<file path="src/rtl/iiitb_bcdc_ctrl_if.sv">
// rtl/iiitb_bcdc_ctrl_if.sv - command/status bundle between host, BCD counter controller and counter
//
// master: host/top side, drives commands and feeds back the counter value Q
// slave : the controller, drives EN/CLRN to the counter and the status flags
//   START/STOP/CLEAR : single-cycle command pulses
//   MODE, TARGET     : 0 = one-shot / 1 = free-run, packed BCD target
//   Q                : counter value {tens, units}
//   IRQ_ACK          : clears the sticky IRQ
//   EN, CLRN         : count enable and active-low clear to the counter
//   BUSY, DONE, ERR  : running, match pulse, sticky invalid-target flag
//   STATE, IRQ       : state code, sticky interrupt
interface iiitb_bcdc_ctrl_if;
    logic       START;
    logic       STOP;
    logic       CLEAR;
    logic       MODE;
    logic [7:0] TARGET;
    logic [7:0] Q;
    logic       IRQ_ACK;
    logic       EN;
    logic       CLRN;
    logic       BUSY;
    logic       DONE;
    logic       ERR;
    logic [1:0] STATE;
    logic       IRQ;

    modport master (
        output START, STOP, CLEAR, MODE, TARGET, Q, IRQ_ACK,
        input  EN, CLRN, BUSY, DONE, ERR, STATE, IRQ
    );

    modport slave (
        input  START, STOP, CLEAR, MODE, TARGET, Q, IRQ_ACK,
        output EN, CLRN, BUSY, DONE, ERR, STATE, IRQ
    );
endinterface

</file>
<file path="src/rtl/iiitb_bcdc_ctrl.sv">
// rtl/iiitb_bcdc_ctrl.sv - sequencing controller for the two-digit BCD counter
//
// Ports:
//   CK  : clock, rising edge
//   RN  : asynchronous active-low reset
//   bus : iiitb_bcdc_ctrl_if.slave (commands and Q in; EN/CLRN/status out)
// Parameter DIV (>= 2): one count enable every DIV clocks while running.
// Optional feature macro BCDC_CTRL_IRQ_EN: sticky IRQ set by DONE, cleared by
// IRQ_ACK; when undefined IRQ is tied low and IRQ_ACK is ignored.
module iiitb_bcdc_ctrl #(
    parameter int DIV = 4
) (
    input  logic             CK,
    input  logic             RN,
    iiitb_bcdc_ctrl_if.slave bus
);
    localparam int PW = $clog2(DIV);

    if (DIV < 2) begin : g_bad_div
        $error("iiitb_bcdc_ctrl: DIV must be at least 2");
    end

    typedef enum logic [1:0] {
        S_IDLE  = 2'b00,
        S_RUN   = 2'b01,
        S_PAUSE = 2'b10,
        S_DONE  = 2'b11
    } state_t;

    state_t        state, state_d;
    logic [PW-1:0] p, p_d;
    logic          armed, armed_d;
    logic          en, en_d;
    logic          clrn, clrn_d;
    logic          done, done_d;
    logic          err, err_d;
    logic [7:0]    target_l, target_d;
    logic          mode_l, mode_d;
    logic          irq;

    // CLEAR > STOP > START: a higher-priority pulse masks the lower ones.
    logic cmd_stop, cmd_start, tgt_ok, p_wrap, match;
    assign cmd_stop  = bus.STOP & ~bus.CLEAR;
    assign cmd_start = bus.START & ~bus.STOP & ~bus.CLEAR;
    assign tgt_ok    = (bus.TARGET[7:4] <= 4'd9) && (bus.TARGET[3:0] <= 4'd9);
    assign p_wrap    = (p == PW'(DIV - 1));
    // Arm-gated so a start with Q already at the target does not fire at once;
    // !en skips the cycle in which the counter is about to change.
    assign match     = armed && !en && (bus.Q == target_l);

    always_ff @(posedge CK or negedge RN) begin
        if (!RN) begin
            state    <= S_IDLE;
            p        <= '0;
            armed    <= 1'b0;
            en       <= 1'b0;
            clrn     <= 1'b1;
            done     <= 1'b0;
            err      <= 1'b0;
            target_l <= 8'h00;
            mode_l   <= 1'b0;
        end else begin
            state    <= state_d;
            p        <= p_d;
            armed    <= armed_d;
            en       <= en_d;
            clrn     <= clrn_d;
            done     <= done_d;
            err      <= err_d;
            target_l <= target_d;
            mode_l   <= mode_d;
        end
    end

    always_comb begin
        state_d = state;
        if (bus.CLEAR) begin
            state_d = S_IDLE;
        end else begin
            case (state)
                S_IDLE:  if (cmd_start && tgt_ok) state_d = S_RUN;
                S_RUN: begin
                    if (cmd_stop)               state_d = S_PAUSE;
                    else if (match && !mode_l)  state_d = S_DONE;
                end
                S_PAUSE: if (cmd_start) state_d = S_RUN;
                S_DONE:  if (cmd_start && tgt_ok) state_d = S_RUN;
                default: state_d = S_IDLE;
            endcase
        end
    end

    always_comb begin
        p_d      = p;
        armed_d  = armed | en;   // the counter steps on every edge with EN high
        en_d     = 1'b0;
        clrn_d   = 1'b1;
        done_d   = 1'b0;
        err_d    = err;
        target_d = target_l;
        mode_d   = mode_l;
        if (bus.CLEAR) begin
            p_d     = '0;
            armed_d = 1'b0;
            err_d   = 1'b0;
            clrn_d  = 1'b0;
        end else begin
            case (state)
                S_IDLE, S_DONE: begin
                    if (cmd_start) begin
                        if (!tgt_ok) begin
                            err_d = 1'b1;
                        end else begin
                            target_d = bus.TARGET;
                            mode_d   = bus.MODE;
                            p_d      = '0;
                            armed_d  = 1'b0;
                            if (state == S_IDLE) err_d = 1'b0;
                        end
                    end
                end
                S_RUN: begin
                    // STOP holds p where it is so a resume keeps the phase.
                    if (!cmd_stop) begin
                        if (p_wrap) begin
                            p_d  = '0;
                            en_d = 1'b1;
                        end else begin
                            p_d = p + 1'b1;
                        end
                        if (match) begin
                            done_d = 1'b1;
                            if (mode_l) armed_d = 1'b0;
                            else        en_d    = 1'b0;
                        end
                    end
                end
                default: ;
            endcase
        end
    end

`ifdef BCDC_CTRL_IRQ_EN
    always_ff @(posedge CK or negedge RN) begin
        if (!RN)              irq <= 1'b0;
        else if (done)        irq <= 1'b1;
        else if (bus.IRQ_ACK) irq <= 1'b0;
    end
`else
    logic unused_irq_ack;
    assign unused_irq_ack = bus.IRQ_ACK;
    assign irq = 1'b0;
`endif

    assign bus.EN    = en;
    assign bus.CLRN  = clrn;
    assign bus.BUSY  = (state == S_RUN);
    assign bus.DONE  = done;
    assign bus.ERR   = err;
    assign bus.STATE = state;
    assign bus.IRQ   = irq;
endmodule

</file>
<file path="src/flat_wrapper.sv">
// flat-port wrapper written by rule: the top's interface ports become plain ports
module iiitb_bcdc_ctrl_flat 
#(
    parameter int DIV = 4
)
  (CK, RN, bus_START, bus_STOP, bus_CLEAR, bus_MODE, bus_TARGET, bus_Q, bus_IRQ_ACK, bus_EN, bus_CLRN, bus_BUSY, bus_DONE, bus_ERR, bus_STATE, bus_IRQ);
  iiitb_bcdc_ctrl_if bus_i ();
  input  logic CK;
  input  logic RN;
  input wire logic [$bits(bus_i.START)-1:0] bus_START;
  input wire logic [$bits(bus_i.STOP)-1:0] bus_STOP;
  input wire logic [$bits(bus_i.CLEAR)-1:0] bus_CLEAR;
  input wire logic [$bits(bus_i.MODE)-1:0] bus_MODE;
  input wire logic [$bits(bus_i.TARGET)-1:0] bus_TARGET;
  input wire logic [$bits(bus_i.Q)-1:0] bus_Q;
  input wire logic [$bits(bus_i.IRQ_ACK)-1:0] bus_IRQ_ACK;
  output wire logic [$bits(bus_i.EN)-1:0] bus_EN;
  output wire logic [$bits(bus_i.CLRN)-1:0] bus_CLRN;
  output wire logic [$bits(bus_i.BUSY)-1:0] bus_BUSY;
  output wire logic [$bits(bus_i.DONE)-1:0] bus_DONE;
  output wire logic [$bits(bus_i.ERR)-1:0] bus_ERR;
  output wire logic [$bits(bus_i.STATE)-1:0] bus_STATE;
  output wire logic [$bits(bus_i.IRQ)-1:0] bus_IRQ;
  assign bus_i.START = bus_START;
  assign bus_i.STOP = bus_STOP;
  assign bus_i.CLEAR = bus_CLEAR;
  assign bus_i.MODE = bus_MODE;
  assign bus_i.TARGET = bus_TARGET;
  assign bus_i.Q = bus_Q;
  assign bus_i.IRQ_ACK = bus_IRQ_ACK;
  assign bus_EN = bus_i.EN;
  assign bus_CLRN = bus_i.CLRN;
  assign bus_BUSY = bus_i.BUSY;
  assign bus_DONE = bus_i.DONE;
  assign bus_ERR = bus_i.ERR;
  assign bus_STATE = bus_i.STATE;
  assign bus_IRQ = bus_i.IRQ;
  iiitb_bcdc_ctrl #(.DIV(DIV)) u_core (.CK(CK), .RN(RN), .bus(bus_i));
endmodule
</file>
<file path="config.mk">
export PLATFORM = sky130hd
export DESIGN_NAME = iiitb_bcdc_ctrl_flat
export DESIGN_NICKNAME = d
export VERILOG_FILES = /design/src/rtl/iiitb_bcdc_ctrl_if.sv /design/src/rtl/iiitb_bcdc_ctrl.sv /design/src/flat_wrapper.sv
export SDC_FILE = /design/constraint.sdc
export NUM_CORES = 1
export LEC_CHECK = 0
export BUFFER_PORTS_ARGS = -buffer_cell sky130_fd_sc_hd__buf_2
export CAP_MARGIN = 20
export CELL_PAD_IN_SITES_DETAIL_PLACEMENT = 1
export CELL_PAD_IN_SITES_GLOBAL_PLACEMENT = 1
export CORE_MARGIN = 2
export CORE_UTILIZATION = 43
export CTS_BUF_LIST = sky130_fd_sc_hd__clkbuf_4
export DETAILED_ROUTE_END_ITERATION = 6
export HOLD_SLACK_MARGIN = 0.08
export PLACE_DENSITY = 0.82
export REMOVE_ABC_BUFFERS = 1
export SETUP_SLACK_MARGIN = 0.3
export SYNTH_ARGS = -nofsm -noshare
export SYNTH_HDL_FRONTEND = slang
export SYNTH_SLANG_ARGS = --single-unit
</file>
<file path="constraint.sdc">
create_clock -name CK -period 3.1 [get_ports CK]
set_clock_uncertainty 0.1 [all_clocks]
set_input_delay 0.62 -clock CK [delete_from_list [all_inputs] [get_ports CK]]
set_output_delay 0.62 -clock CK [all_outputs]
set_load 0.01 [all_outputs]
</file>
; ---- Yosys cells after proc, flatten, opt, wreduce, memory -nomap -nowiden
; Index checks and enable logic that the tools add are counted.
[word_totals]
register_bits = 18
latch_bits = 0
ram_bits = 0
mem_bits_ro = 0
elab_cells = 81
memories = 0
[classes]
add_sub_neg = 1
n_mul = 0
div = 0
magnitude_cmp = 2
n_eq_ne = 12
shifts = 0
mux = 35
bitwise_logic = 6
reduce_logical = 16
[ops]
columns = cell, count
row1 = two-way mux 1 bit, 22
row2 = two-way mux 2 bit, 10
row3 = != test 3 x 1 -> 1 bit (second input constant), 3
row4 = == test 8 bit, 1
row5 = less-or-equal comparator 4 bit (second input constant), 2
row6 = AND reduction 4 bit, 2
row7 = == test 2 bit (second input constant), 3
row8 = != test 3 bit (second input constant), 2
row9 = case mux 2 bit (3 select lines), 1
row10 = AND reduction 3 bit, 2
row11 = logical AND 1 bit, 5
row12 = != test 4 x 2 -> 1 bit (second input constant), 1
row13 = case mux 2 bit (2 select lines), 1
row14 = nonzero test 2 bit, 2
row15 = AND 1 bit, 3
row16 = != test 3 x 2 -> 1 bit (second input constant), 1
row17 = nonzero test 3 bit, 1
row18 = adder 2 x 1 -> 2 bit (second input constant), 1
row19 = == test 2 x 1 -> 1 bit (second input constant), 1
row20 = zero test 1 bit, 2
row21 = zero test 2 bit, 1
row22 = NOT 1 bit, 2
row23 = case mux 1 bit (2 select lines), 1
row24 = OR reduction 2 bit, 1
row25 = OR 1 bit, 1

; ---- Depth between registers and ports, before layout
; Gate-level depths: netlist of the first run.
[logic_depth]
depth_word = 8
depth_mapped = 6
ltp_nobuf = 6

; ---- Worst setup path before layout of the first run
; No wires, ideal clock.
[synth_path]
kind = register to register
start = register u_core.state[1], in the netlist u_core.bus.STATE[1]
end = register u_core.target_l[4]
setup_time_ns = 0.128
t_arrival_ns = 1.573
path_slack_ns = 1.300
stages_incl_launch_ff = 6
n_path_buf = 0
period_less_slack_ns = 1.800
cell_sequence = dfrtp_1 > inv_1 > ha_1 > nor2_2 > nand3_4 > mux2_1
[synth_via]
elab_chain_len = 3
word_cells_on_any_way = 4
cone_classes = 1 x eq/ne / 3 x reduce/logical
[synth_rtl]
columns = item, line
row1 = "start, declared", iiitb_bcdc_ctrl.sv:30  ; state_t state, state_d;
row2 = "start signal, assigned", iiitb_bcdc_ctrl.sv:63  ; state <= state_d;
row3 = == test 2 bit / zero test 2 bit (equally long branches), iiitb_bcdc_ctrl.sv:108  ; case (state)
row4 = OR reduction 2 bit (no source line) *, --
row5 = AND reduction 4 bit (no source line) *, --
row6 = "end signal, assigned", iiitb_bcdc_ctrl.sv:70  ; target_l <= target_d;
row7 = "end, declared", iiitb_bcdc_ctrl.sv:37  ; logic [7:0] target_l, target_d;
; Mark *: on every way between the ends. The rest lies on a longest branch, timed or not.
; A chain may end at the register's enable or synchronous reset.

; ---- Worst setup path in the final report of the first run
[layout_path]
start = register u_core.state[1], in the netlist u_core.bus.STATE[1]
end = output bus_BUSY
[layout_via]
elab_chain_len = 1
[layout_rtl]
columns = item, line
row1 = == test 2 x 1 -> 1 bit, iiitb_bcdc_ctrl.sv:157  ; assign bus.BUSY = (state == S_RUN);
row2 = "end, declared", flat_wrapper.sv:19  ; output wire logic [$bits(bus_i.BUSY)-1:0] bus_BUSY;
; Every way passes these cells.

==> flow_summary.json, run 1 <==
{
  "outcome": "finished, final reports clean",
  "htree_levels": 1,
  "drtAntennaViolNets": 0,
  "crit_chain": "inv_1 > ha_1 > buf_2",
  "diodes": 0,
  "layout_commonest_cell": "buf_2",
  "timing.rr.start": "u_core.bus.STATE[1]",
  "final_hold_viol_count": 0,
  "crit_family": "flip-flops",
  "path_max_fanout": 6,
  "setup_tns_ns": 0,
  "fin_cells": 145,
  "grt_overflow": 0,
  "worstSkewPairLatency_ns": 0.30,
  "setup_violations": 0,
  "ir_drop_mv": 0.289,
  "drive_above_1_share_pct": 40.2,
  "wire_per_inst_um": 14.1,
  "grt_pass1_wl_um": 3500,
  "area_growth_pct": 18.7,
  "post-cts-setup-buffers": 0,
  "first_pass_iters": 3,
  "die_h_um": 52.1,
  "worstSetupPathType": "reg2out",
  "clock_sinks": 18,
  "clkPwrFrac_pct": 21.4,
  "gp_congestion": 0.802,
  "rsz0062_at_grt": "false",
  "drt-initial-drc-count": 7,
  "nets": 146,
  "power_frac_seq_pct": 52.8,
  "critPathMaxStageDelay_ns": 0.46,
  "die_width_um": 52.1,
  "hp-class": "in2async",
  "critPathLaunchType": "register",
  "netlist_area_um2": 996,
  "worst_slack_ns": 1.15,
  "power_switching_w": 0.000169,
  "whs_ns": 0.127,
  "seq_area_frac_synth_pct": 45.4,
  "root_buffer": "clkbuf_4",
  "cts_tree": "done",
  "r2r_slack_ns": 1.16,
  "antenna_found_initial": 0,
  "max_freq_mhz": 512,
  "clk_pin_slew_ns": 0.11,
  "avgSynthCellArea_um2": 11.4,
  "p_sw_share_pct": 29.6,
  "reg2reg_to": "u_core.target_l[4]",
  "post-place-ws_ns": 1.07,
  "core_region_area_um2": 2190,
  "p_comb_share_pct": 25.8,
  "dieArea_um2": 2720,
  "track_usage_pct": 17.6,
  "critPathArrivalTime_ns": 1.23,
  "maxCapViolCount": 0,
  "routed_wl_um": 2050,
  "drv_slew": 0,
  "crit_path_end_kind": "output pin",
  "fillers": 253,
  "final_cell_mix": "buf_2 (28), dfrtp_1 (17), xnor2_1 (8), mux2_2 (8), nor2_1 (6)",
  "power.leakage_nw": 0.551,
  "multi_input_area_um2": 510,
  "viasPerCell": 5.19,
  "grt_pass1_vias": 819,
  "rr_worst_depth": 5,
  "ys_warn_count": 0,
  "syn_inst": 87,
  "slowest_stage": "dfrtp_1",
  "drc": 0,
  "ctsResizeCount": 0,
  "layout.area.seq_um2": 452,
  "worstPathRequired_ns": 2.38,
  "vias": 753,
  "place_inst": 141,
  "fin_crit_sh_pct": 63.0,
  "tritoncts.num_buffers": 3,
  "grt_start_max_net_pins": 19,
  "ioPinCount": 31,
  "cts.path.max_buffers": 2,
  "start_util_pct": 45.5,
  "ys_types": 35,
  "fin_crit_ns": 1.95,
  "ctsHoldBuffers": 0,
  "rows": 17,
  "intPower_w": 0.000402,
  "crit_buf_inv": 2,
  "p_per_area_nw_per_um2": 483,
  "portBuffers": 28,
  "ys_ff_latch": 18
}
## cell families (layout without fill, tap and decap cells)
group                    after synthesis  in the layout  share of synthesized area, %
AO/OA/AOI/OAI                         15             15                          11.4
AND/OR/NAND/NOR                       23             23                          15.0
other                                  1              1                         0.377
flip-flops                            18             18                          45.4
adder cells (fa/ha/maj)                5              5                          6.28
buffers and inverters                  7             37                          3.39
XOR/XNOR                               8              8                          7.04
multiplexers                          10             10                          11.2
## worst max path at each step
stage                              from                  to  slack [ns]  cells after the start
detailed placement        bus_TARGET[5]  u_core.target_l[4]        1.07                      5
finish              u_core.bus.STATE[1]            bus_BUSY        1.15                      3
floorplan           u_core.bus.STATE[1]  u_core.target_l[4]        1.30                      5
CTS                 u_core.bus.STATE[1]            bus_BUSY        1.13                      3
global route        u_core.bus.STATE[1]  u_core.target_l[4]        1.01                      5
global placement          bus_TARGET[5]  u_core.target_l[4]        1.10                      5
## flip-flops by register name, indices dropped and copies added, names as in the netlist
register          count
u_core.bus.STATE      2
u_core.bus.EN         1
u_core.mode_l         1
u_core.bus.CLRN       1
u_core.armed          1
u_core.target_l       8
u_core.p              2
u_core.bus.DONE       1
u_core.bus.ERR        1
## cells in the mapped netlist (all sizes together)
| cell | number | area share [%] |
|---|---|---|
| a211oi | 1 | 0.75 |
| a21o | 1 | 0.75 |
| a21oi | 2 | 1.0 |
| a221oi | 1 | 1.5 |
| a2bb2oi | 1 | 1.5 |
| a31oi | 1 | 0.63 |
| a32o | 2 | 2.0 |
| and2 | 1 | 0.63 |
| buf | 2 | 1.5 |
| conb | 1 | 0.38 |
| dfrtp | 17 | 43 |
| dfstp | 1 | 2.6 |
| ha | 5 | 6.3 |
| inv | 5 | 1.9 |
| mux2 | 9 | 10 |
| mux2i | 1 | 1.0 |
| nand2 | 2 | 0.75 |
| nand2b | 2 | 2.0 |
| nand3 | 2 | 2.3 |
| nand3b | 1 | 0.75 |
| nand4 | 1 | 0.63 |
| nor2 | 7 | 2.9 |
| nor2b | 1 | 0.63 |
| nor3 | 4 | 2.5 |
| nor4 | 1 | 1.3 |
| o21ai | 5 | 2.5 |
| o31ai | 1 | 0.75 |
| or3 | 1 | 0.63 |
| xnor2 | 8 | 7.0 |
## per-stage QoR
step	util (%)	power, W	area (µm²)
2_1_floorplan	-	0.000407	981
3_3_place_gp	52.8	0.000447	1160
3_5_place_dp	52.8	0.000457	1160
4_1_cts	54.0	0.000581	1180
5_1_grt	54.0	0.000609	1180
6_report	54.0	0.000571	1180
## per-layer routing
metal | track usage, % | vias to the layer above | wire, µm
li1 | - | 362 | -
met1 | 19.7 | 370 | 813
met2 | 32.7 | 16 | 1130
met3 | 3.16 | 5 | 74
met4 | 6.14 | 0 | 29
met5 | 0 | - | 0
## power by group through the flow
stage          combinational [W]  clock, W  sequential [W]
2_1_floorplan           0.000105         0        0.000302
3_3_place_gp            0.000144         0        0.000303
3_5_place_dp            0.000150         0        0.000307
4_1_cts                 0.000151  0.000128        0.000302
5_1_grt                 0.000165  0.000137        0.000307
6_report                0.000147  0.000122        0.000301
## final cells by class
type,instances,share of cell area (%)
Clock buffer,3,1.90
Multi-Input combinational cell,62,43.2
Tap cell,28,2.96
Clock inverter,1,0.317
Inverter,5,1.59
Timing Repair Buffer,28,11.9
Sequential cell,18,38.2
Power figures use the tool's default switching activity.
==> inputs of run 2 (changes only) <==
--- a/config.mk
+++ b/config.mk
@@ -10,11 +10,11 @@
 export CELL_PAD_IN_SITES_DETAIL_PLACEMENT = 1
 export CELL_PAD_IN_SITES_GLOBAL_PLACEMENT = 1
 export CORE_MARGIN = 2
-export CORE_UTILIZATION = 43
+export CORE_UTILIZATION = 40
 export CTS_BUF_LIST = sky130_fd_sc_hd__clkbuf_4
 export DETAILED_ROUTE_END_ITERATION = 6
 export HOLD_SLACK_MARGIN = 0.08
-export PLACE_DENSITY = 0.82
+export PLACE_DENSITY = 0.77
 export REMOVE_ABC_BUFFERS = 1
 export SETUP_SLACK_MARGIN = 0.3
 export SYNTH_ARGS = -nofsm -noshare
==> constraint.sdc (replaced) <==
create_clock -name CK -period 1.95 [get_ports CK]
set_clock_uncertainty 0.1 [all_clocks]
set_input_delay 0.39 -clock CK [delete_from_list [all_inputs] [get_ports CK]]
set_output_delay 0.39 -clock CK [all_outputs]
set_load 0.01 [all_outputs]
==> flow_summary.json, run 2 (synthesis gave the netlist of run 1 again) <==
{
  "diodes": 0,
  "fin_crit_sh_pct": 83.5,
  "power.leakage_nw": 0.614,
  "dieArea_um2": 2910,
  "track_usage_pct": 18.6,
  "setup_tns_ns": 0,
  "critPathArrivalTime_ns": 1.14,
  "vias": 797,
  "drtAntennaViolNets": 0,
  "grt_overflow": 0,
  "final_cell_mix": "buf_2 (27), dfrtp_1 (17), mux2_2 (8)",
  "fin_cells": 155,
  "die_width_um": 53.9,
  "min_from": "bus_TARGET[4]",
  "fin_crit_ns": 1.63,
  "r2r_slack_ns": 0.33,
  "grt_pass1_vias": 861,
  "hpwl_um": 1760,
  "p_per_area_nw_per_um2": 734,
  "max_freq_mhz": 614,
  "whs_endpoint": "u_core.target_l[4]",
  "timing.rr.start": "u_core.bus.STATE[0]",
  "rsz0062_at_grt": "true",
  "htree_levels": 1,
  "drive_above_1_share_pct": 51.2,
  "crit_path_end_kind": "output pin",
  "grt_start_max_net_pins": 19,
  "antenna_found_initial": 0,
  "maxCapViolCount": 0,
  "drt-initial-drc-count": 3,
  "portBuffers": 28,
  "routed_wl_um": 2510,
  "gp_congestion": 0.742,
  "drv_slew": 0,
  "ir_drop_mv": 0.514,
  "grt_pass1_wl_um": 3830,
  "clock_sinks": 18,
  "path_max_fanout": 4,
  "wire_per_inst_um": 16.2,
  "layout_commonest_cell": "buf_2",
  "place_inst": 147,
  "die_h_um": 53.9,
  "root_buffer": "clkbuf_4",
  "nets": 154,
  "worstSetupPathType": "reg2out",
  "hp-class": "in2reg",
  "rr_worst_depth": 7,
  "worstSkewPairLatency_ns": 0.29,
  "reg2reg_to": "u_core.bus.STATE[1]",
  "outcome": "finished, final reports clean",
  "ioPinCount": 31,
  "start_util_pct": 41.3,
  "core_region_area_um2": 2410,
  "top_register": "u_core.target_l",
  "min_path_cells": 2,
  "cts_tree": "done",
  "area_growth_pct": 34.8,
  "final_hold_viol_count": 0,
  "worstPathRequired_ns": 1.46,
  "largest_reg_flops": 8,
  "first_pass_iters": 4,
  "setup_violations": 0,
  "tritoncts.num_buffers": 3,
  "critPathLaunchType": "register",
  "cts.path.max_buffers": 2,
  "clk_pin_slew_ns": 0.11,
  "rows": 18,
  "drc": 0,
  "viasPerCell": 5.14
}
[run 2: power breakdown]
group	total, W	internal, W	switching [W]	leakage (nW)
registers	0.000485	0.000436	0.0000489	0.230
clock network	0.000192	0.0000744	0.000118	0.0154
logic	0.000309	0.000169	0.000140	0.368
total	0.000986	0.000679	0.000307	0.614
[run 2: worst max path at each step]
stage / from / to / slack, ns / depth (start not counted)
floorplan: u_core.bus.STATE[1] / u_core.target_l[4] / 0.15 / 5
CTS: u_core.bus.STATE[1] / u_core.bus.STATE[1] / 0.28 / 7
global route: u_core.target_l[3] / u_core.armed / 0.23 / 5
detailed placement: u_core.bus.STATE[0] / u_core.target_l[4] / 0.23 / 5
global placement: u_core.bus.STATE[0] / u_core.target_l[4] / 0.27 / 5
finish: u_core.bus.STATE[0] / bus_BUSY / 0.32 / 3
[run 2: worst max-delay path, cell delays in order, from the launching register on]
cell	delay, ns
dfrtp_1	0.41
buf_4	0.15
ha_4	0.17
buf_6	0.12
[run 2: what timing repair did]
action,in CTS,in global routing
endpoints found under the setup margin,12,17
hold endpoints to repair,17,0
hold buffers,1,0
pin swaps,1,8
resized for setup,4,11
setup buffers,1,1
gates cloned,0,1
[run 2: per-layer routing]
metal / track usage (%) / vias to the layer above / wire length [µm]
met3: 2.50 / 4 / 69
met2: 31.9 / 11 / 1390
met4: 6.41 / 0 / 34
met1: 23.7 / 401 / 1020
li1: - / 381 / -
met5: 0 / - / 0
[run 2: final cells by class]
cell class / count / area [µm²]
Clock buffer: 3 / 22.5
Inverter: 5 / 18.8
Tap cell: 30 / 37.5
Clock inverter: 1 / 3.75
Sequential cell: 18 / 452
Fill cell: 277 / 1070
Timing Repair Buffer: 35 / 201
Multi-Input combinational cell: 63 / 607
[run 2: per-stage QoR]
step | power [W] | hold WS [ns] | worst slack [ns] | util [%] | cell area, µm²
3_3_place_gp | 0.000720 | 0.240 | 0.266 | 49.3 | 1190
3_5_place_dp | 0.000737 | 0.240 | 0.226 | 49.3 | 1190
4_1_cts | 0.000948 | 0.198 | 0.278 | 52.0 | 1250
2_1_floorplan | 0.000647 | -0.00559 | 0.145 | - | 981
6_report | 0.000986 | 0.212 | 0.322 | 55.7 | 1340
5_1_grt | 0.00105 | 0.215 | 0.233 | 55.7 | 1340
==> inputs of run 3 (changes only) <==
--- a/config.mk
+++ b/config.mk
@@ -5,16 +5,17 @@
 export SDC_FILE = /design/constraint.sdc
 export NUM_CORES = 1
 export LEC_CHECK = 0
+export ABC_AREA = 1
 export BUFFER_PORTS_ARGS = -buffer_cell sky130_fd_sc_hd__buf_2
 export CAP_MARGIN = 20
 export CELL_PAD_IN_SITES_DETAIL_PLACEMENT = 1
 export CELL_PAD_IN_SITES_GLOBAL_PLACEMENT = 1
 export CORE_MARGIN = 2
-export CORE_UTILIZATION = 40
+export CORE_UTILIZATION = 34
 export CTS_BUF_LIST = sky130_fd_sc_hd__clkbuf_4
 export DETAILED_ROUTE_END_ITERATION = 6
 export HOLD_SLACK_MARGIN = 0.08
-export PLACE_DENSITY = 0.77
+export PLACE_DENSITY = 0.73
 export REMOVE_ABC_BUFFERS = 1
 export SETUP_SLACK_MARGIN = 0.3
 export SYNTH_ARGS = -nofsm -noshare
==> constraint.sdc (replaced) <==
create_clock -name CK -period 1.35 [get_ports CK]
set_clock_uncertainty 0.1 [all_clocks]
set_input_delay 0.27 -clock CK [delete_from_list [all_inputs] [get_ports CK]]
set_output_delay 0.27 -clock CK [all_outputs]
set_load 0.01 [all_outputs]
==> flow_summary.json, run 3 <==
{
  "ir_drop_mv": 1.10,
  "seq_area_frac_synth_pct": 40.9,
  "clock_sinks": 18,
  "ioPinCount": 31,
  "setup_violations": 20,
  "root_buffer": "clkbuf_4",
  "rows": 20,
  "avgSynthCellArea_um2": 7.61,
  "grt_pass1_vias": 1369,
  "use_met2_pct": 47.2,
  "netlist_area_um2": 1100,
  "min_from": "bus_TARGET[0]",
  "tritoncts.num_buffers": 3,
  "synth_area_leaders": "dfrtp_1 (39%), nand2_1 (12%), inv_1 (7.8%)",
  "power.leakage_nw": 1.00,
  "die_h_um": 61.0,
  "worstPathRequired_ns": 1.46,
  "top_register": "u_core.target_l",
  "fin_crit_sh_pct": 128,
  "final_area_um2": 1990,
  "viasPerCell": 4.73,
  "portBuffers": 28,
  "p_per_area_nw_per_um2": 1800,
  "first_pass_iters": 6,
  "maxCapViolCount": 0,
  "placed_area_um2": 1500,
  "whs_endpoint": "u_core.target_l[0]",
  "start_util_pct": 35.9,
  "grt_util_met1_pct": 21.3,
  "htree_levels": 1,
  "min_path_cells": 3,
  "drv_slew": 0,
  "crit_path_end_kind": "register",
  "core_region_area_um2": 3080,
  "synth_common_cells": "nand2_1 (35), inv_1 (23), nor2_1 (20), dfrtp_1 (17), a21oi_1 (8)",
  "final_hold_viol_count": 0,
  "drt-initial-drc-count": 33,
  "max_freq_mhz": 578,
  "rsz0062_at_grt": "true",
  "layout_commonest_cell": "nand2_1",
  "outcome": "finished with violations",
  "worst_slack_ns": -0.379,
  "wire_per_inst_um": 18.0,
  "antenna_found_initial": 0,
  "diodes": 0,
  "largest_reg_flops": 8,
  "critPathLaunchType": "register",
  "grt_util_met3_pct": 5.54,
  "grt_pass1_wl_um": 6200,
  "syn_inst": 145,
  "rr_worst_depth": 10,
  "synth_top_cell_area_share_pct": 38.5,
  "synth_top_cell_by_area": "dfrtp_1",
  "vias": 1254,
  "gp_congestion": 0.862,
  "critPathArrivalTime_ns": 1.84,
  "path_max_fanout": 4,
  "async_flop_share_pct": 100,
  "fin_crit_ns": 1.73,
  "clk_pin_slew_ns": 0.12,
  "worstSetupPathType": "reg2reg",
  "grt_start_max_net_pins": 19,
  "final_cell_mix": "nand2_1 (28), buf_4 (25), buf_2 (23)",
  "worstSkewPairLatency_ns": 0.31,
  "grt_overflow": 0,
  "nets": 250,
  "r2r_slack_ns": -0.38,
  "ys_warn_count": 0,
  "synth_edf_count": 0,
  "busiest_layer": "met2",
  "die_width_um": 61.0,
  "violations": "negative setup slack",
  "cts.path.max_buffers": 2,
  "hpwl_um": 2610,
  "drive_above_1_share_pct": 58.8,
  "ys_ff_latch": 18,
  "drtAntennaViolNets": 0,
  "dieArea_um2": 3720,
  "hp-class": "in2reg",
  "cts_tree": "done",
  "timing.rr.start": "u_core.bus.STATE[0]",
  "track_usage_pct": 23.8,
  "whs_ns": 0.142,
  "synthMostInstantiatedCell": "nand2_1",
  "routed_wl_um": 4770,
  "drc": 0,
  "area_growth_pct": 80.3,
  "fin_util_pct": 64.6,
  "ys_types": 31,
  "reg2reg_to": "u_core.bus.STATE[1]",
  "synth_ff_type": "dfrtp_1"
}
==> run 3: area by class of cell <==
type,instances,area (µm²)
inverter,24,92.6
sequential,18,452
tap,44,55.1
multi-input combinational,101,759
fill,363,1090
clock buffer,4,30.0
timing repair buffer,74,601
==> run 3: worst max-delay path by stage <==
stage	from	end	depth (start not counted)	slack, ns
after floorplan	u_core.bus.STATE[0]	u_core.target_l[1]	5	-0.34
after CTS	u_core.bus.STATE[0]	bus_BUSY	4	-0.27
after detailed placement	u_core.bus.STATE[0]	u_core.p[0]	8	-0.34
after global routing	u_core.bus.STATE[0]	u_core.bus.STATE[1]	10	-0.45
after global placement	u_core.bus.STATE[0]	u_core.mode_l	7	-0.22
final	u_core.bus.STATE[0]	u_core.bus.STATE[1]	10	-0.38
==> run 3: worst max-delay path, cell delays in order (launching register included) <==
cell      delay [ns]
dfrtp_1         0.42
inv_2           0.08
ha_4            0.31
buf_6           0.11
nor2_4          0.04
nand2b_4        0.11
o21ai_4         0.07
nor2_4          0.14
nand2_2         0.08
nand2_1         0.08
nand2_1         0.07
==> run 3: timing repair <==
item / 4_1_cts / 5_1_grt
buffers inserted: 9 / 6
gates resized for setup: 53 / 29
hold buffers: 2 / 1
setup endpoints to repair: 24 / 24
endpoints found under the hold margin: 18 / 1
pin swaps: 6 / 15
==> run 3: power breakdown <==
part           internal [W]  switching, W  leakage [nW]  total, W
combinational       0.00126       0.00114         0.769   0.00241
sequential         0.000728      0.000126         0.218  0.000854
clock              0.000135      0.000183        0.0184  0.000319
total               0.00213       0.00145          1.00   0.00358
==> run 3: metrics by stage <==
step           setup TNS, ns  setup slack, ns  total power [W]  cells
2_1_floorplan          -3.03           -0.336          0.00151    143
3_3_place_gp           -2.29           -0.219          0.00205    243
3_5_place_dp           -3.72           -0.340          0.00216    243
4_1_cts                -3.89           -0.274          0.00313    258
5_1_grt                -6.10           -0.449          0.00379    265
6_report               -4.95           -0.379          0.00358    265
==> run 3: logic make-up (layout without fill, tap and decap cells) <==
logic type	count (synthesis)	in the layout	synth area share [%]
compound gates	18	18	8.96
xor+xnor	2	2	1.59
fa+ha+maj	5	5	5.67
buf+inv	26	102	9.30
flops	18	18	40.9
mux	2	2	2.04
other cells	1	1	0.340
simple gates	73	73	31.2
==> run 3: routing by layer <==
metal,part of all wire (%),wire (µm),up-vias
met5,0,0,-
met2,59,2840,30
li1,-,-,599
met3,2.7,131,15
met1,35,1660,610
met4,3.0,142,0
